--- src/rtl/tanh_arbiter.sv ---
`default_nettype none
// ============================================================================
// Module   : tanh_arbiter
// Purpose  : Round-robin arbiter plus two-stage pipeline sequencer that
//            shares one DIM-lane combinational tanh datapath among NREQ
//            requesters. Stage 1 registers the granted operand and drives the
//            tanh input. Stage 2 registers the tanh result together with the
//            index of the requester that produced it.
// Ports    : clk, rst            - clock, synchronous active-high reset
//            req_valid/req_data  - per-requester operand handshake (inputs)
//            req_ready           - one-hot (or zero) acceptance
//            act_in / act_out    - operand to / result from the tanh instance
//            rsp_valid/rsp_ready - response handshake
//            rsp_data / rsp_id   - registered tanh result and its requester
//            busy                - either pipeline stage holds an entry
// Revision : 1.0 - initial release
// ============================================================================
module tanh_arbiter #(
    parameter int NREQ  = 4,
    parameter int DIM   = 4,
    parameter int WIDTH = 16,
    parameter int FRAC  = 8
) (
    input  logic                                        clk,
    input  logic                                        rst,
    input  logic [NREQ-1:0]                             req_valid,
    input  logic [NREQ*DIM*WIDTH-1:0]                   req_data,
    output logic [NREQ-1:0]                             req_ready,
    output logic [DIM*WIDTH-1:0]                        act_in,
    input  logic [DIM*WIDTH-1:0]                        act_out,
    output logic                                        rsp_valid,
    input  logic                                        rsp_ready,
    output logic [DIM*WIDTH-1:0]                        rsp_data,
    output logic [((NREQ > 1) ? $clog2(NREQ) : 1)-1:0]  rsp_id,
    output logic                                        busy
);

    localparam int c_IDW = (NREQ > 1) ? $clog2(NREQ) : 1;
    localparam int c_VW  = DIM * WIDTH;

    // Reject parameter sets the datapath cannot represent.
    if (NREQ < 2 || NREQ > 8 || FRAC >= WIDTH) begin : g_param_check
        $error("tanh_arbiter: unsupported NREQ/FRAC/WIDTH combination");
    end

    // ------------------------------------------------------------------
    // State
    // ------------------------------------------------------------------
    logic              r_s1_valid;
    logic [c_VW-1:0]   r_s1_data;
    logic [c_IDW-1:0]  r_s1_id;
    logic              r_rsp_valid;
    logic [c_VW-1:0]   r_rsp_data;
    logic [c_IDW-1:0]  r_rsp_id;
    logic [c_IDW-1:0]  r_last_id;

    // ------------------------------------------------------------------
    // Pipeline control
    // ------------------------------------------------------------------
    logic              w_s2_load;
    logic              w_s1_free;
    logic              w_found;
    logic              w_accept;
    logic [c_IDW-1:0]  w_grant_id;
    logic [NREQ-1:0]   w_grant;

    // Stage 2 takes the stage-1 entry whenever it is empty or draining;
    // stage 1 can refill in the same cycle it hands its entry forward.
    assign w_s2_load = r_s1_valid && (!r_rsp_valid || rsp_ready);
    assign w_s1_free = !r_s1_valid || w_s2_load;

    // (base + offset) mod NREQ for offsets in 1..NREQ.
    function automatic logic [c_IDW-1:0] f_rr_idx(input logic [c_IDW-1:0] base,
                                                  input int               offset);
        int sum;
        sum = int'(base) + offset;
        if (sum >= NREQ) begin
            sum = sum - NREQ;
        end
        return sum[c_IDW-1:0];
    endfunction

    // Round-robin search starting just after the last granted requester.
    // Offset NREQ wraps back to last_id itself so a lone requester can be
    // granted back-to-back.
    always_comb begin
        w_found    = 1'b0;
        w_grant_id = '0;
        w_grant    = '0;
        for (int k = 1; k <= NREQ; k++) begin
            if (!w_found && req_valid[f_rr_idx(r_last_id, k)]) begin
                w_found    = 1'b1;
                w_grant_id = f_rr_idx(r_last_id, k);
            end
        end
        // Nothing is granted during reset, even though the state registers
        // still hold pre-reset contents in that cycle.
        if (w_found && w_s1_free && !rst) begin
            w_grant[w_grant_id] = 1'b1;
        end
    end

    assign w_accept = w_found && w_s1_free && !rst;

    // ------------------------------------------------------------------
    // Registers
    // ------------------------------------------------------------------
    always_ff @(posedge clk) begin
        if (rst) begin
            r_s1_valid  <= 1'b0;
            r_s1_data   <= '0;
            r_s1_id     <= '0;
            r_rsp_valid <= 1'b0;
            r_rsp_data  <= '0;
            r_rsp_id    <= '0;
            r_last_id   <= c_IDW'(NREQ - 1);
        end else begin
            // Stage 1: refill on accept, otherwise empty once forwarded.
            if (w_accept) begin
                r_s1_valid <= 1'b1;
                r_s1_data  <= req_data[int'(w_grant_id)*c_VW +: c_VW];
                r_s1_id    <= w_grant_id;
                r_last_id  <= w_grant_id;
            end else if (w_s2_load) begin
                r_s1_valid <= 1'b0;
            end

            // Stage 2: capture the combinational tanh result of stage 1.
            // A simultaneous drain and load keeps rsp_valid high.
            if (w_s2_load) begin
                r_rsp_valid <= 1'b1;
                r_rsp_data  <= act_out;
                r_rsp_id    <= r_s1_id;
            end else if (rsp_ready) begin
                r_rsp_valid <= 1'b0;
            end
        end
    end

    // ------------------------------------------------------------------
    // Outputs
    // ------------------------------------------------------------------
    assign req_ready = w_grant;
    assign act_in    = r_s1_data;
    assign rsp_valid = r_rsp_valid;
    assign rsp_data  = r_rsp_data;
    assign rsp_id    = r_rsp_id;
    assign busy      = r_s1_valid || r_rsp_valid;

endmodule
`default_nettype wire

--- config.mk ---
export PLATFORM = sky130hd
export DESIGN_NAME = tanh_arbiter
export DESIGN_NICKNAME = d
export VERILOG_FILES = /design/src/rtl/tanh_arbiter.sv
export SDC_FILE = /design/constraint.sdc
export NUM_CORES = 1
export LEC_CHECK = 0
export ABC_AREA = 1
export CORE_AREA = 4 4 180 182
export CTS_BUF_LIST = sky130_fd_sc_hd__clkbuf_2
export CTS_CLUSTER_DIAMETER = 200
export DETAILED_ROUTE_END_ITERATION = 8
export DIE_AREA = 0 0 184 186
export HOLD_SLACK_MARGIN = 0.12
export PLACE_DENSITY = 0.61
export SLEW_MARGIN = 20
export SYNTH_ARGS = -nofsm -noshare
export SYNTH_HDL_FRONTEND = slang
export SYNTH_SLANG_ARGS = --single-unit
--- constraint.sdc ---
create_clock -name clk -period 4.4 [get_ports clk]
set_input_delay 0.66 -clock clk [delete_from_list [all_inputs] [get_ports clk]]
set_output_delay 0.66 -clock clk [all_outputs]
set_load 0.01 [all_outputs]
==> reports/metrics.csv <==
metric,value,unit
cts_sinks,136,
clk_latency,730,ps
fillCellCount,3248,
maxSlewHeadroom,27.1,%
synth_cell_types,24,
cp.arrival,3030,ps
cts_tree,built,
worstSetupPathType,reg2out,
p_seq_share,23.1,%
slowest_stage,dfxtp_1,
place_worst_setup_slack,893,ps
p_sw,4060,uW
clock.fmax,0.271,GHz
die_y,186,um
postRouteAntennaNets,0,
post-place-cells,1947,
postCtsSetupRepairBufs,0,
power_density,652,nW/um^2
core_region_area,30600,um^2
cts_root_buffer,clkbuf_2,
final_cells,1983,
post-route-drc-count,0,
grt_max_degree,101,
dieArea,34200,um^2
place_hpwl,24.3,mm
crit_chain,inv_4 -> nand2_1 -> nand2_1 -> nand2_1 -> nand2_2 -> nor2_4 -> nand3_2 -> nand2_4 -> nand2_4 -> nor2_2 -> inv_2 -> nor2_1 -> clkdlybuf4s50_1,
antenna_found_initial,5,
synthToLayoutAreaGrowth,69.0,%
final_cell_mix,"462 x clkdlybuf4s50_1, 303 x nand2_1, 284 x nand3_1",
netlist_area,7310,um^2
required,3740,ps
gp_congestion,0.871,
clock_skew,33.6,ps
die_w,184,um
fin_crit_sh,83.8,%
crit_top_cell,nand2_1,
crit_start,r_last_id[0],
pwr-share-comb,66.5,%
critPathTopFamily,simple AND/OR/NAND/NOR gates,
avgSynthCellArea,6.30,um^2
holdBufCountCts,0,
netSwitchingFraction,50.5,%
htree_levels,4,
viasPerCell,4.49,
hold_path_class,reg2reg,
setup_ws,711,ps
period_minus_slack,3690,ps
p_total,8050,uW
end_kind,primary output,
hp-start,act_in[10],
p_int,3990,uW
drive_above_1_share,4.55,%
leakage,0.00545,uW
r2r-start,r_last_id[0],
io_pins,463,
grtUsageTotal,17.9,%
firstDrtPassIters,4,
grt_pass1_vias,8604,
yosys_warnings,0,
rows,64,
post_drt_wl_per_cell,16.3,um
portBuffers,462,
grt_pass1_wl,48.0,mm
fin_nets,1897,
grt-ovfl-total,0,
start_util,23.9,%
crit_fanout,10,
clock_path_buffers,2,
vias,8904,
ys_seq_elements,136,
syn_nets,1487,
critical-path-max-stage-delay,570,ps
drv_cap,0,
status,"finished, final reports clean",
syn_inst,1160,
clkTransAtPathRegs,240,ps
initialDrtViolationCount,336,
seq_area_frac_synth,37.2,%
ir_drop,0.498,mV
cts_resized,0,
setup_violations,0,
fin_setup_tns,0,ps
final_hold_viol_count,0,
cts_buffers,17,
start_kind,flop,
final_common_cell,clkdlybuf4s50_1,
drt_wl_total,32.4,mm
tightestPinTransition,1090,ps
worst-path-buf-inv,3,
drv_slew,0,
rsz0062_at_grt,no,
clkPwrFrac,10.4,%
power groups by stage:
stage | registers [uW] | clock network [uW] | logic, uW
after global routing | 1910 | 951 | 6060
after detailed placement | 1880 | 0 | 5430
final | 1860 | 840 | 5350
after global placement | 1870 | 0 | 5390
after CTS | 1860 | 900 | 5450
after floorplan | 2020 | 0 | 3490
path summary, 6_finish.rpt:
kind / end / slack, ps / cells after the start
worst max register to register: act_in[20] / 1480 / 15
worst min register to register: act_in[10] / 470 / 2
worst min-delay path: act_in[10] / 470 / 2
worst max-delay path: req_ready[2] / 710 / 13
through the flow:
stage	utilization (%)	hold slack (ps)	area, um^2
final	40.4	468	12400
after global routing	40.4	361	12400
after CTS	40.4	373	12300
after detailed placement	39.5	440	12100
after global placement	39.5	435	12100
after floorplan	-	414	7310
per-layer routing:
metal  global-route usage, %  share of wire (%)
met1                    21.0                 41
met2                    30.4                 47
met3                    6.27                9.1
met4                    6.27                2.5
met5                       0              0.040
flip-flops by register name, summed over array words and instances (netlist names):
name,cells
act_in,64
r_s1_valid,1
rsp_id,2
r_s1_id,2
r_last_id,2
rsp_data,64
rsp_valid,1
layout make-up:
| class | count | area, um^2 | area share, % |
|---|---|---|---|
| inverter | 96 | 364 | 2.95 |
| tap | 396 | 495 | 4.01 |
| clock inverter | 15 | 175 | 1.42 |
| multi-input combinational | 843 | 3770 | 30.5 |
| sequential | 136 | 2720 | 22.0 |
| timing repair buffer | 476 | 4730 | 38.3 |
| antenna | 4 | 10.0 | 0.0810 |
| clock buffer | 17 | 85.1 | 0.689 |
cells in the mapped netlist, drive strengths merged:
cell	n	area [um^2]
buf	57	375
inv	96	363
nand2	309	1170
o21ai	68	340
or2	29	181
clkbuf	28	106
nor2	145	577
a21oi	5	28.8
a31oi	1	6.26
dfxtp	136	2720
nand3	286	1440
kinds of logic after synthesis:
family	share of synthesized area, %
AO/OA/AOI/OAI	5.14
buffers and inverters	11.6
flip-flops	37.2
AND/OR/NAND/NOR	46.1
worst reg2reg max path, cell delays in order, from the launching register on:
cell,delay [ps]
dfxtp_1,570
inv_4,130
nand2_1,90
nand2_1,80
nand2_1,70
nand2_1,100
nand2_1,70
nand2_1,100
nor2_1,180
nand2_4,70
nand2_4,80
buf_4,730
nand2_1,280
nand3_1,180
nand3_1,80
nand2_1,80
(Power assumes the default switching activity.)
==> RTL change (config.mk and constraints unchanged) <==
Make the reset (`rst`) asynchronous in one clocked block. Comments in the files are not updated.
--- a/src/rtl/tanh_arbiter.sv
+++ b/src/rtl/tanh_arbiter.sv
@@ -105,7 +105,7 @@
     // ------------------------------------------------------------------
     // Registers
     // ------------------------------------------------------------------
-    always_ff @(posedge clk) begin
+    always_ff @(posedge clk or posedge rst) begin
         if (rst) begin
             r_s1_valid  <= 1'b0;
             r_s1_data   <= '0;
Behaviour: differs if rst is asserted again (counterexample within 4 cycles, from zero or initial values and one cycle with rst high); with rst held inactive, the same outputs for 4 cycles.
==> RTL change against the unedited design <==
Register-to-register slack worse by 90 ps. Sequential cell count stayed put. Critical endpoint is now req_ready[0]. Total power is 41% higher. Global-route usage is 1.8 points higher. Synthesized area is 12% higher. Final area is 7.6% higher. Cell count is 1.2% lower. Critical path type unchanged. Largest power group unchanged. Non-clock buffer count is 1 higher. Routed wire length is 12% higher. Setup slack worse by 240 ps.
==> RTL change: results (changes against the unedited design) <==
status -> complete, no violations
synth unique cells -> 23 (-4.2%)
worst vdd ir -> 0.000899 V (+80%)
final wirelength -> 36.1 mm (+12%)
synth cell count leaders -> 675 x nand2_1, 134 x dfrtp_1, 128 x nand4_1
initial antenna violation count -> 1 (-4)
Lkg Pwr -> 0.00640 uW (+17%)
routability-driven placement congestion ratio -> 0.898 (+3.1%)
first-pass GRT wire length -> 52.6 mm (+9.6%)
slowest stage delay, CP -> 730 ps (+160 ps)
Layout Cells excl Fill -> 1959 (-1.2%)
gr usage total -> 19.7% (+1.8 points)
CP max stage cell -> dfstp_2
critical path capture point -> req_ready[0]
syn nets -> 1471 (-1.1%)
Seq/Total Area, Yosys -> 41.5% (+4.3 points)
share of layout cells above drive strength 1 -> 8.77% (+4.2 points)
reg2reg start -> r_last_id[0]
CP max FO -> 17 (+7)
detailed placement HPWL -> 26.6 mm (+9.4%)
routed vias -> 9176 (+3.1%)
setup slack, reg-to-reg -> 1390 ps (-90 ps)
critical path arrival -> 3270 ps (+240 ps)
measured slew at the worst slew-check pin -> 917 ps (-176 ps)
post-placement cell count -> 1924 (-1.2%)
skew final -> 34.0 ps (+0.425 ps)
post-synthesis cell count -> 1144 (-1.4%)
-- RTL change: area by class of cell --
class	count	area, um2
diodes	1	2.50
clock buffers	19	95.1
clock inverters	13	170
fillers	3126	17300
inverters	16	66.3
multi-input cells	901	4310
flip-flops and latches	136	3410
well taps	396	495
repair buffers	477	4750
-- RTL change: metrics by stage --
step / instance area [um2] / worst slack [ps] / total power (uW) / utilization, % / hold WS [ps]
after global routing: 13300 / 167 / 12500 / 43.5 / 398
after global placement: 13000 / 703 / 10500 / 42.5 / 462
after floorplan: 8200 / 103 / 7650 / - / 462
after CTS: 13300 / 172 / 11500 / 43.4 / 426
final: 13300 / 474 / 11300 / 43.5 / 502
after detailed placement: 13000 / 625 / 10500 / 42.5 / 464
-- RTL change: routing by layer --
layer | track usage (%) | part of all wire [%]
met5 | 0 | 0
met3 | 6.53 | 9.0
met2 | 34.0 | 50
met4 | 5.32 | 2.0
met1 | 23.6 | 39
-- RTL change: worst min path at each step --
stage                     start      endpoint  slack, ps  cells past startpoint
floorplan            r_s1_valid     rsp_valid        460                      2
global placement     act_in[13]    act_in[13]        460                      2
detailed placement   act_in[23]    act_in[23]        460                      2
CTS                 act_out[25]  rsp_data[25]        430                      2
global route         act_out[1]   rsp_data[1]        400                      2
finish               act_in[23]    act_in[23]        500                      2
-- RTL change: logic make-up (layout without fill, tap and decap cells) --
| kind of cell | after synthesis | after routing | synth area share, % |
|---|---|---|---|
| muxes | 64 | 64 | 8.79 |
| and+or+nand+nor | 828 | 829 | 42.5 |
| other | 0 | 1 | 0 |
| buffers and inverters | 108 | 525 | 6.70 |
| DFF | 136 | 136 | 41.5 |
| AOI/OAI and AO/OA | 8 | 8 | 0.504 |
-- RTL change: power breakdown --
group	total, uW	switching, uW	internal (uW)
Clock	861	530	331
Sequential	2230	347	1880
Combinational	8230	5020	3210
Total	11300	5900	5420
-- RTL change: critical path: cells and delay by family (launching register included) --
kind | cells | cell delay, ps
buf+inv | 3 | 730
flops | 1 | 730
simple gates | 8 | 1090
